### src/rtl/tap_mem_sched_pkg.sv
// Shared types and sizing for the tap memory scheduler.
// Holds the default lane word width, lane count, row count and row address
// width, the requester indices used by the write arbiter, and the sweep FSM
// state encoding.
package tap_mem_sched_pkg;

  localparam int DW    = 32;  // lane word width
  localparam int LANES = 6;   // tap memory lanes
  localparam int DEPTH = 4;   // rows per lane
  localparam int AW    = 2;   // row address width

  // Bit positions in the write arbiter request/grant vectors
  localparam int REQ_HOST = 0;
  localparam int REQ_UPD  = 1;

  typedef enum logic [1:0] {
    ST_IDLE  = 2'd0,
    ST_SWEEP = 2'd1,
    ST_DRAIN = 2'd2
  } state_t;

endpackage

### src/rtl/tap_mem_sched_if.sv
// Bus bundle for tap_mem_sched.
// slave  : scheduler side (sweep control in, write requests in, tap commands out)
// master : controller/test side (mirror of slave)
interface tap_mem_sched_if #(
  parameter int DW = tap_mem_sched_pkg::DW,
  parameter int AW = tap_mem_sched_pkg::AW
);
  logic          start;
  logic          busy;
  logic          pass_done;
  logic          upd_vld;
  logic [AW-1:0] upd_addr;
  logic          upd_rdy;
  logic          host_vld;
  logic [2:0]    host_lane;
  logic [AW-1:0] host_addr;
  logic [DW-1:0] host_data;
  logic          host_rdy;
  logic          tap_rd_vld;
  logic [AW-1:0] tap_rd_address;
  logic          tap_wr_vld;
  logic [AW-1:0] tap_wr_address;
  logic          tap_sub_vld;
  logic [2:0]    tap_sub_addr;
  logic [DW-1:0] tap_sub_data;
  logic          tap_inter;
  logic          tap_inter_first;
  logic          rd_data_vld;
  logic [AW-1:0] rd_data_addr;

  modport slave (
    input  start, upd_vld, upd_addr, host_vld, host_lane, host_addr, host_data,
    output busy, pass_done, upd_rdy, host_rdy,
           tap_rd_vld, tap_rd_address, tap_wr_vld, tap_wr_address,
           tap_sub_vld, tap_sub_addr, tap_sub_data, tap_inter, tap_inter_first,
           rd_data_vld, rd_data_addr
  );

  modport master (
    output start, upd_vld, upd_addr, host_vld, host_lane, host_addr, host_data,
    input  busy, pass_done, upd_rdy, host_rdy,
           tap_rd_vld, tap_rd_address, tap_wr_vld, tap_wr_address,
           tap_sub_vld, tap_sub_addr, tap_sub_data, tap_inter, tap_inter_first,
           rd_data_vld, rd_data_addr
  );
endinterface

### src/rtl/tap_mem_sched_wr_arb.sv
// tap_wr_arb: two-requester round-robin write arbiter.
// Ports:
//   clk, reset : clock, synchronous active-high reset
//   i_req[1:0] : requests, bit REQ_HOST = host, bit REQ_UPD = update engine
//   o_gnt[1:0] : one-hot grant (combinational), all zero while in reset
// The last winner loses the next tie; out of reset the host wins ties.
module tap_wr_arb
  import tap_mem_sched_pkg::*;
(
  input  logic       clk,
  input  logic       reset,
  input  logic [1:0] i_req,
  output logic [1:0] o_gnt
);

  logic r_last_host;  // 1: host won most recently, so update wins a tie

  always_comb begin
    o_gnt = 2'b00;
    if (!reset) begin
      if (i_req[REQ_HOST] && i_req[REQ_UPD]) begin
        o_gnt[REQ_HOST] = !r_last_host;
        o_gnt[REQ_UPD]  = r_last_host;
      end else begin
        o_gnt = i_req;
      end
    end
  end

  always_ff @(posedge clk) begin
    if (reset)                r_last_host <= 1'b0;
    else if (o_gnt[REQ_HOST]) r_last_host <= 1'b1;
    else if (o_gnt[REQ_UPD])  r_last_host <= 1'b0;
  end

endmodule

### src/rtl/tap_mem_sched.sv
// tap_mem_sched: sweeps the tap memory rows with reads while arbitrating
// host single-lane writes against update-engine full-row writes.
// Ports:
//   clk, reset : clock, synchronous active-high reset
//   bus        : tap_mem_sched_if.slave -- start/busy/pass_done sweep control,
//                upd_* and host_* write requests with ready, tap_* memory
//                commands, rd_data_vld/rd_data_addr read-data strobe.
// A granted write to the row about to be read stalls the sweep one cycle so
// the read always returns post-write contents.
module tap_mem_sched #(
  parameter int DW    = tap_mem_sched_pkg::DW,
  parameter int LANES = tap_mem_sched_pkg::LANES,
  parameter int DEPTH = tap_mem_sched_pkg::DEPTH,
  parameter int AW    = tap_mem_sched_pkg::AW
) (
  input  logic            clk,
  input  logic            reset,
  tap_mem_sched_if.slave  bus
);
  import tap_mem_sched_pkg::*;

  // The lane field is 3 bits wide; out-of-range lanes are decoded away by
  // the memory itself, so the scheduler only needs LANES to fit the field.
  if (LANES < 1 || LANES > 8) begin : g_lanes_chk
    $error("LANES must fit the 3-bit lane field");
  end

  localparam logic [AW-1:0] LAST_ROW = AW'(DEPTH - 1);

  state_t        r_state, w_state_nx;
  logic [AW-1:0] r_rd_ptr, w_rd_ptr_nx;
  logic          r_rd_vld_p1;
  logic [AW-1:0] r_rd_addr_p1;

  logic [1:0]    w_req, w_gnt;
  logic          w_host_gnt, w_upd_gnt, w_wr_any;
  logic [AW-1:0] w_wr_addr;
  logic          w_stall, w_rd_issue;

  assign w_req[REQ_HOST] = bus.host_vld;
  assign w_req[REQ_UPD]  = bus.upd_vld;

  tap_wr_arb u_arb (
    .clk   (clk),
    .reset (reset),
    .i_req (w_req),
    .o_gnt (w_gnt)
  );

  assign w_host_gnt = w_gnt[REQ_HOST];
  assign w_upd_gnt  = w_gnt[REQ_UPD];
  assign w_wr_any   = w_host_gnt | w_upd_gnt;
  assign w_wr_addr  = w_host_gnt ? bus.host_addr :
                      w_upd_gnt  ? bus.upd_addr  : '0;

  assign w_stall    = (r_state == ST_SWEEP) && w_wr_any && (w_wr_addr == r_rd_ptr);
  assign w_rd_issue = (r_state == ST_SWEEP) && !w_stall && !reset;

  always_ff @(posedge clk) begin
    if (reset) begin
      r_state      <= ST_IDLE;
      r_rd_ptr     <= '0;
      r_rd_vld_p1  <= 1'b0;
      r_rd_addr_p1 <= '0;
    end else begin
      r_state      <= w_state_nx;
      r_rd_ptr     <= w_rd_ptr_nx;
      // p0 -> p1: read command to read data strobe
      r_rd_vld_p1  <= w_rd_issue;
      if (w_rd_issue) r_rd_addr_p1 <= r_rd_ptr;
    end
  end

  always_comb begin
    w_state_nx  = r_state;
    w_rd_ptr_nx = r_rd_ptr;
    case (r_state)
      ST_IDLE: begin
        if (bus.start) begin
          w_rd_ptr_nx = '0;
          w_state_nx  = ST_SWEEP;
        end
      end
      ST_SWEEP: begin
        if (w_rd_issue) begin
          if (r_rd_ptr == LAST_ROW) begin
            w_rd_ptr_nx = '0;
            w_state_nx  = ST_DRAIN;
          end else begin
            w_rd_ptr_nx = r_rd_ptr + 1'b1;
          end
        end
      end
      ST_DRAIN: w_state_nx = ST_IDLE;
      default:  w_state_nx = ST_IDLE;
    endcase
  end

  // Registered outputs are masked during reset so every output reads 0.
  assign bus.busy            = !reset && (r_state != ST_IDLE);
  assign bus.pass_done       = !reset && (r_state == ST_DRAIN);
  assign bus.rd_data_vld     = !reset && r_rd_vld_p1;
  assign bus.rd_data_addr    = reset ? '0 : r_rd_addr_p1;

  assign bus.tap_rd_vld      = w_rd_issue;
  assign bus.tap_rd_address  = w_rd_issue ? r_rd_ptr : '0;
  assign bus.tap_inter       = w_rd_issue;
  assign bus.tap_inter_first = w_rd_issue && (r_rd_ptr == '0);

  assign bus.host_rdy        = w_host_gnt;
  assign bus.upd_rdy         = w_upd_gnt;
  assign bus.tap_wr_vld      = w_upd_gnt;
  assign bus.tap_wr_address  = w_wr_addr;
  assign bus.tap_sub_vld     = w_host_gnt;
  assign bus.tap_sub_addr    = w_host_gnt ? bus.host_lane : 3'd0;
  assign bus.tap_sub_data    = w_host_gnt ? bus.host_data : '0;

endmodule

### src/flat_wrapper.sv
// flat-port wrapper written by rule: the top's interface ports become plain ports
module tap_mem_sched_flat import tap_mem_sched_pkg::*;
#(
  parameter int DW    = tap_mem_sched_pkg::DW,
  parameter int LANES = tap_mem_sched_pkg::LANES,
  parameter int DEPTH = tap_mem_sched_pkg::DEPTH,
  parameter int AW    = tap_mem_sched_pkg::AW
)
  (clk, reset, bus_start, bus_upd_vld, bus_upd_addr, bus_host_vld, bus_host_lane, bus_host_addr, bus_host_data, bus_busy, bus_pass_done, bus_upd_rdy, bus_host_rdy, bus_tap_rd_vld, bus_tap_rd_address, bus_tap_wr_vld, bus_tap_wr_address, bus_tap_sub_vld, bus_tap_sub_addr, bus_tap_sub_data, bus_tap_inter, bus_tap_inter_first, bus_rd_data_vld, bus_rd_data_addr);
  tap_mem_sched_if #(.DW(DW), .AW(AW)) bus_i ();
  input  logic clk;
  input  logic reset;
  input wire logic [$bits(bus_i.start)-1:0] bus_start;
  input wire logic [$bits(bus_i.upd_vld)-1:0] bus_upd_vld;
  input wire logic [$bits(bus_i.upd_addr)-1:0] bus_upd_addr;
  input wire logic [$bits(bus_i.host_vld)-1:0] bus_host_vld;
  input wire logic [$bits(bus_i.host_lane)-1:0] bus_host_lane;
  input wire logic [$bits(bus_i.host_addr)-1:0] bus_host_addr;
  input wire logic [$bits(bus_i.host_data)-1:0] bus_host_data;
  output wire logic [$bits(bus_i.busy)-1:0] bus_busy;
  output wire logic [$bits(bus_i.pass_done)-1:0] bus_pass_done;
  output wire logic [$bits(bus_i.upd_rdy)-1:0] bus_upd_rdy;
  output wire logic [$bits(bus_i.host_rdy)-1:0] bus_host_rdy;
  output wire logic [$bits(bus_i.tap_rd_vld)-1:0] bus_tap_rd_vld;
  output wire logic [$bits(bus_i.tap_rd_address)-1:0] bus_tap_rd_address;
  output wire logic [$bits(bus_i.tap_wr_vld)-1:0] bus_tap_wr_vld;
  output wire logic [$bits(bus_i.tap_wr_address)-1:0] bus_tap_wr_address;
  output wire logic [$bits(bus_i.tap_sub_vld)-1:0] bus_tap_sub_vld;
  output wire logic [$bits(bus_i.tap_sub_addr)-1:0] bus_tap_sub_addr;
  output wire logic [$bits(bus_i.tap_sub_data)-1:0] bus_tap_sub_data;
  output wire logic [$bits(bus_i.tap_inter)-1:0] bus_tap_inter;
  output wire logic [$bits(bus_i.tap_inter_first)-1:0] bus_tap_inter_first;
  output wire logic [$bits(bus_i.rd_data_vld)-1:0] bus_rd_data_vld;
  output wire logic [$bits(bus_i.rd_data_addr)-1:0] bus_rd_data_addr;
  assign bus_i.start = bus_start;
  assign bus_i.upd_vld = bus_upd_vld;
  assign bus_i.upd_addr = bus_upd_addr;
  assign bus_i.host_vld = bus_host_vld;
  assign bus_i.host_lane = bus_host_lane;
  assign bus_i.host_addr = bus_host_addr;
  assign bus_i.host_data = bus_host_data;
  assign bus_busy = bus_i.busy;
  assign bus_pass_done = bus_i.pass_done;
  assign bus_upd_rdy = bus_i.upd_rdy;
  assign bus_host_rdy = bus_i.host_rdy;
  assign bus_tap_rd_vld = bus_i.tap_rd_vld;
  assign bus_tap_rd_address = bus_i.tap_rd_address;
  assign bus_tap_wr_vld = bus_i.tap_wr_vld;
  assign bus_tap_wr_address = bus_i.tap_wr_address;
  assign bus_tap_sub_vld = bus_i.tap_sub_vld;
  assign bus_tap_sub_addr = bus_i.tap_sub_addr;
  assign bus_tap_sub_data = bus_i.tap_sub_data;
  assign bus_tap_inter = bus_i.tap_inter;
  assign bus_tap_inter_first = bus_i.tap_inter_first;
  assign bus_rd_data_vld = bus_i.rd_data_vld;
  assign bus_rd_data_addr = bus_i.rd_data_addr;
  tap_mem_sched #(.DW(DW), .LANES(LANES), .DEPTH(DEPTH), .AW(AW)) u_core (.clk(clk), .reset(reset), .bus(bus_i));
endmodule
### config.mk
export PLATFORM = sky130hd
export DESIGN_NAME = tap_mem_sched_flat
export DESIGN_NICKNAME = d
export VERILOG_FILES = /design/src/rtl/tap_mem_sched_pkg.sv /design/src/rtl/tap_mem_sched_if.sv /design/src/rtl/tap_mem_sched_wr_arb.sv /design/src/rtl/tap_mem_sched.sv /design/src/flat_wrapper.sv
export SDC_FILE = /design/constraint.sdc
export NUM_CORES = 1
export LEC_CHECK = 0
export ABC_AREA = 1
export CAP_MARGIN = 10
export CORE_MARGIN = 1.5
export CORE_UTILIZATION = 25
export DETAILED_ROUTE_END_ITERATION = 10
export PLACE_DENSITY = 0.77
export SLEW_MARGIN = 20
export SYNTH_ARGS = -nofsm -noshare
export SYNTH_HDL_FRONTEND = slang
export SYNTH_SLANG_ARGS = --single-unit
### constraint.sdc
create_clock -name clk -period 1.8 [get_ports clk]
set_clock_uncertainty 0.05 [all_clocks]
set_input_delay 0.45 -clock clk [delete_from_list [all_inputs] [get_ports clk]]
set_output_delay 0.45 -clock clk [all_outputs]
set_load 0.1 [all_outputs]
* After elaboration in Yosys (flattened, before gate mapping)
Cells that the tools add are included.
** Storage, ports and cells
- Register bits after elaboration :: 8
- Input bits :: 44
- Output and inout port bits :: 51
- Logic and storage cells :: 51
** Cells by class
- $add $sub $neg :: 1
- Eq/ne operators :: 7
- Multiplexer cells :: 18
- Bitwise operators :: 1
- Reductions and logical operators :: 19
** Operators with widths (number)
- 32-bit two-way mux :: 1
- 2-bit two-way mux :: 12
- 1-bit logical AND :: 9
- 2-bit case mux with 2 select lines :: 2
- 3-bit AND reduction :: 2
- 2-bit nonzero test :: 3
- 2-bit equality test, second input constant :: 2
- 2-bit zero test :: 2
- 2-bit != test, second input constant :: 2
- 1-bit zero test :: 3
- 3-bit two-way mux :: 1
- 2-bit by 1-bit adder with 2-bit output, second input constant :: 1
- 2-bit by 1-bit equality test with 1-bit output, second input constant :: 1
- 2-bit equality test :: 1
- 1-bit two-way mux :: 2
- 2-bit by 1-bit != test with 1-bit output, second input constant :: 1
- 1-bit OR :: 1

* Logic depth before layout (Yosys ltp)
- Word-level depth :: 12
- Gate-level depth with buffers :: 11
- Mapped depth without buffers :: 11

* Cells and area by module
Synthesis repeated with hierarchy kept, for this count alone.
** Second synthesis, totals
- Cells, all modules :: 164
- Area total of the unflattened synthesis :: 854.6 sq um
** By module, submodules not included
- tap_mem_sched :: times used 1, cells an instance 151, area an instance 787.0 sq um, seq. area each 140.1 sq um
- tap_wr_arb :: times used 1, cells an instance 13, area an instance 67.6 sq um, seq. area each 20.0 sq um

* Worst setup path before layout
Ideal clock, no wire load.
- Kind :: input -> output
- From :: input port reset
- To :: output port bus_tap_sub_data[0]
- Arrival :: 4593 ps
- Required time :: 1300 ps
- Setup slack :: -3293 ps
- Stages :: 5
- Buffers on the path :: 2
- Cell sequence :: buf_6 nor3_1 inv_2 clkbuf_1 nor2_1
** On the way
- Word-level cells in the longest chain between the ends :: 2
** Ends and longest elaborated chain
- start: declaration :: RTL line flat_wrapper.sv:12 : input logic reset;
- 2-bit two-way mux :: RTL line tap_mem_sched_wr_arb.sv:20 : if (!reset) begin
- named net bus_host_rdy :: RTL line flat_wrapper.sv:23 : output wire logic [$bits(bus_i.host_rdy)-1:0] bus_host_rdy;
- 32-bit two-way mux :: RTL line tap_mem_sched.sv:116 : assign bus.tap_sub_data = w_host_gnt ? bus.host_data : '0;
- end: declaration :: RTL line flat_wrapper.sv:30 : output wire logic [$bits(bus_i.tap_sub_data)-1:0] bus_tap_sub_data;
The timed path passes the listed nets, and every way through them passes these cells.

* Worst setup path after layout
- From :: register u_core.u_arb.r_last_host
- To :: output port bus_tap_inter_first
** On the way
- Word-level cells in the longest chain between the ends :: 10
- Elaborated cells between the ends (all ways) :: 13
- Those cells by class :: 1 x eq/ne; 4 x mux; 1 x bitwise; 7 x reduce/logical
** Ends and longest elaborated chain
- start: declaration :: RTL line tap_mem_sched_wr_arb.sv:16 : logic r_last_host;
- start signal: assignment :: RTL line tap_mem_sched_wr_arb.sv:31 : if (reset) r_last_host <= 1'b0;
- start signal: assignment :: RTL line tap_mem_sched_wr_arb.sv:32 : else if (o_gnt[REQ_HOST]) r_last_host <= 1'b1;
- start signal: assignment :: RTL line tap_mem_sched_wr_arb.sv:33 : else if (o_gnt[REQ_UPD]) r_last_host <= 1'b0;
- 2-bit two-way mux (*) :: RTL line tap_mem_sched_wr_arb.sv:21 : if (i_req[REQ_HOST] && i_req[REQ_UPD]) begin
- 2-bit two-way mux (*) :: RTL line tap_mem_sched_wr_arb.sv:20
- 2-bit two-way mux (on tied branches) :: RTL line tap_mem_sched.sv:54, tap_mem_sched_wr_arb.sv:20
- 2-bit two-way mux / 1-bit OR (equally long branches) :: RTL line tap_mem_sched.sv:53, tap_mem_sched.sv:52
- 2-bit equality test / 1-bit logical AND (equally long branches) :: RTL line tap_mem_sched.sv:56 : assign w_stall = (r_state == ST_SWEEP) && w_wr_any && (w_wr_addr == r_rd_ptr);
- 1-bit logical AND (*) :: RTL line tap_mem_sched.sv:56
- 1-bit zero test (*) :: RTL line tap_mem_sched.sv:57 : assign w_rd_issue = (r_state == ST_SWEEP) && !w_stall && !reset;
- 1-bit logical AND (*) (2 in series) :: RTL line tap_mem_sched.sv:57
- 1-bit logical AND (*) :: RTL line tap_mem_sched.sv:108 : assign bus.tap_inter_first = w_rd_issue && (r_rd_ptr == '0);
- end: declaration :: RTL line flat_wrapper.sv:32 : output wire logic [$bits(bus_i.tap_inter_first)-1:0] bus_tap_inter_first;
Mark *: on every way between the ends. The rest lies on a longest branch, timed or not.

==> impl_metrics.toml <==
[sta]
layout_setup_ws_ns = -0.489
finalCritPeriodShare = 1.27
min_period_ns = 2.29
hold_violations = 0
slew_viol_final = 0
slew_headroom = 0.765
worst_pin_slew_ns = 0.349
max_freq_mhz = 437
setup_viol = 49
rsz0062_at_grt = "true"

[global_route]
antenna_found_initial = 0
overflow = 0
grt_start_max_net_pins = 9
grt_pass1_vias = 1560
grt_pass1_wl_mm = 8.18
grtUsageTotal = 0.308

[critical_path]
cp.required_ns = 1.30
rrSetupSlack_ns = -0.04
crit_fanout = 5
crit_arrival_ns = 1.79
start_kind = "register"
worstSetupPathType = "register to output port"
critPathCaptureType = "output port"
ff2ff_path_depth = 11

[yosys]
ys_ff_latch = 8
ys_seq_area_frac = 0.187
ys_types = 23
synth_nets = 200
ys.warnings.count = 0
synthCells = 154
syn_area_sq_um = 856
syn_area_per_cell_sq_um = 5.56

[power_and_ir_drop]
peakVddDrop_v = 0.000493
fin_total_pwr_mw = 1.42
power.density_nw_per_um2 = 455
power.leakage_nw = 1.40

[place]
portBuffers = 94
post-dp-hpwl_mm = 3.85
pre_cts_ws_ns = -0.950
place_congestion = 0.780

[clocking]
cts_sinks = 8
root_buffer = "clkbuf_4"
clk_pin_slew_worst_paths_ns = 0.06
cts_buffer_depth = 2
cts_tree = "built"
clock_latency_ns = 0.27
cts_made_buffers = 3
holdBufCountCts = 0
htreeDepth = 1

[outcome]
status = "finished, violations left"
violations = "negative setup slack"

[floorplanning]
io_pins = 95
die_x_um = 61.5
die_area_sq_um = 3780
dieHeight_um = 61.5
initial_core_util = 0.259
fp-row-count = 21
core-area_sq_um = 3310

[route]
dr.pass1.iters = 4
drt_wl_total_mm = 6.32
vias = 1558
via_per_inst = 4.84
postRouteAntennaNets = 0
wire_per_inst_um = 19.6
remaining_drc_errors = 0
drt-initial-drc-count = 83

[final_layout]
utilization = 0.943
final_common_cell = "buf_12"
num-fill-cells = 87
drive_gt1_frac = 0.558
final_cell_mix = "57 x buf_12, 47 x inv_1, 40 x nor2_4"
n_antenna_cell = 0
final_nets = 324
area_delta_synth_final_pct = 265

[job]
cap_viol_max_count = 0

[worst_hold_path]
min_path_cells = 3
hp-class = "input pin to register"
layer usage:
metal / vias up / wire (um) / global-route usage
li1: 683 / - / -
met1: 721 / 2030 / 0.309
met2: 122 / 3360 / 0.606
met3: 32 / 673 / 0.0651
met4: 0 / 260 / 0.122
met5: - / 0 / 0
through the flow:
| step | setup TNS [ns] | cells | hold slack, ns | cell area, sq um |
|---|---|---|---|---|
| floorplan | -42.66 | 154 | 0.494 | 1340 |
| detailed placement | -39.20 | 308 | 0.531 | 2890 |
| finish | -18.29 | 322 | 0.519 | 3120 |
| global route | -19.85 | 322 | 0.529 | 3120 |
| CTS | -16.02 | 324 | 0.508 | 3120 |
| global placement | -36.27 | 308 | 0.516 | 2890 |
repair_timing:
item,CTS,global route
setup buffers,12,3
gates cloned,2,0
endpoints found under the setup margin,58,49
pin swaps,12,8
gates resized for setup,39,11
critical path, stage by stage, from the launching register on:
cell	delay [ns]
dfxtp_4	0.38
nand2_8	0.06
nand4_1	0.14
buf_4	0.17
nand2_8	0.05
nand2_4	0.05
nand2_2	0.06
nand3_4	0.09
nand2_4	0.08
buf_12	0.16
nor2_4	0.10
buf_12	0.18
flip-flops by register name, indices dropped and copies added, names as in the netlist:
signal                    cells
u_core.u_arb.r_last_host      1
u_core.r_state                2
u_core.r_rd_addr_p1           2
u_core.r_rd_ptr               2
u_core.r_rd_vld_p1            1
synthesized netlist by cell type:
cell	number	share of area
a211oi_1	1	0.0088
a21boi_0	1	0.0088
a21oi_1	1	0.0058
a21oi_2	2	0.020
and2_2	1	0.0088
buf_4	3	0.026
buf_6	2	0.026
clkbuf_1	3	0.013
dfxtp_1	8	0.19
ha_1	2	0.029
inv_1	50	0.22
inv_2	2	0.0088
nand2_1	9	0.039
nand2_2	5	0.037
nand2_4	1	0.013
nand3_1	5	0.029
nand3_2	2	0.023
nand3_4	1	0.020
nand4_1	2	0.015
nor2_1	46	0.20
nor2_8	1	0.023
nor3_1	3	0.018
o21ai_0	3	0.018
final timing paths:
| check | from | to |
|---|---|---|
| setup / recovery | u_core.u_arb.r_last_host$_SDFFE_PP0N_ | bus_tap_inter_first |
| hold / removal | reset | u_core.r_state[0]$_SDFFE_PP0P_ |
| setup reg to reg | u_core.u_arb.r_last_host$_SDFFE_PP0N_ | u_core.r_rd_addr_p1[1]$_SDFFE_PP0P_ |
| hold reg to reg | u_core.r_rd_addr_p1[0]$_SDFFE_PP0P_ | u_core.r_rd_addr_p1[0]$_SDFFE_PP0P_ |
power by group:
part | switching, mW | total (mW) | internal (mW)
registers | 0.0134 | 0.202 | 0.189
clock network | 0.0716 | 0.149 | 0.0770
logic | 0.648 | 1.07 | 0.421
total | 0.733 | 1.42 | 0.687
area by class of cell:
class | instances | area [sq um] | share of cell area
inverters | 52 | 204 | 0.0654
multi-input cells | 86 | 850 | 0.272
well taps | 46 | 57.6 | 0.0184
clock buffers | 3 | 22.5 | 0.00722
flip-flops and latches | 8 | 165 | 0.0529
repair buffers | 127 | 1820 | 0.584
logic make-up after synthesis:
logic type,share of synthesized area
compound gates,0.0614
fa+ha+maj,0.0292
buf+inv,0.294
flops,0.187
simple gates,0.428
No activity file was read; power rests on OpenSTA's default activity.
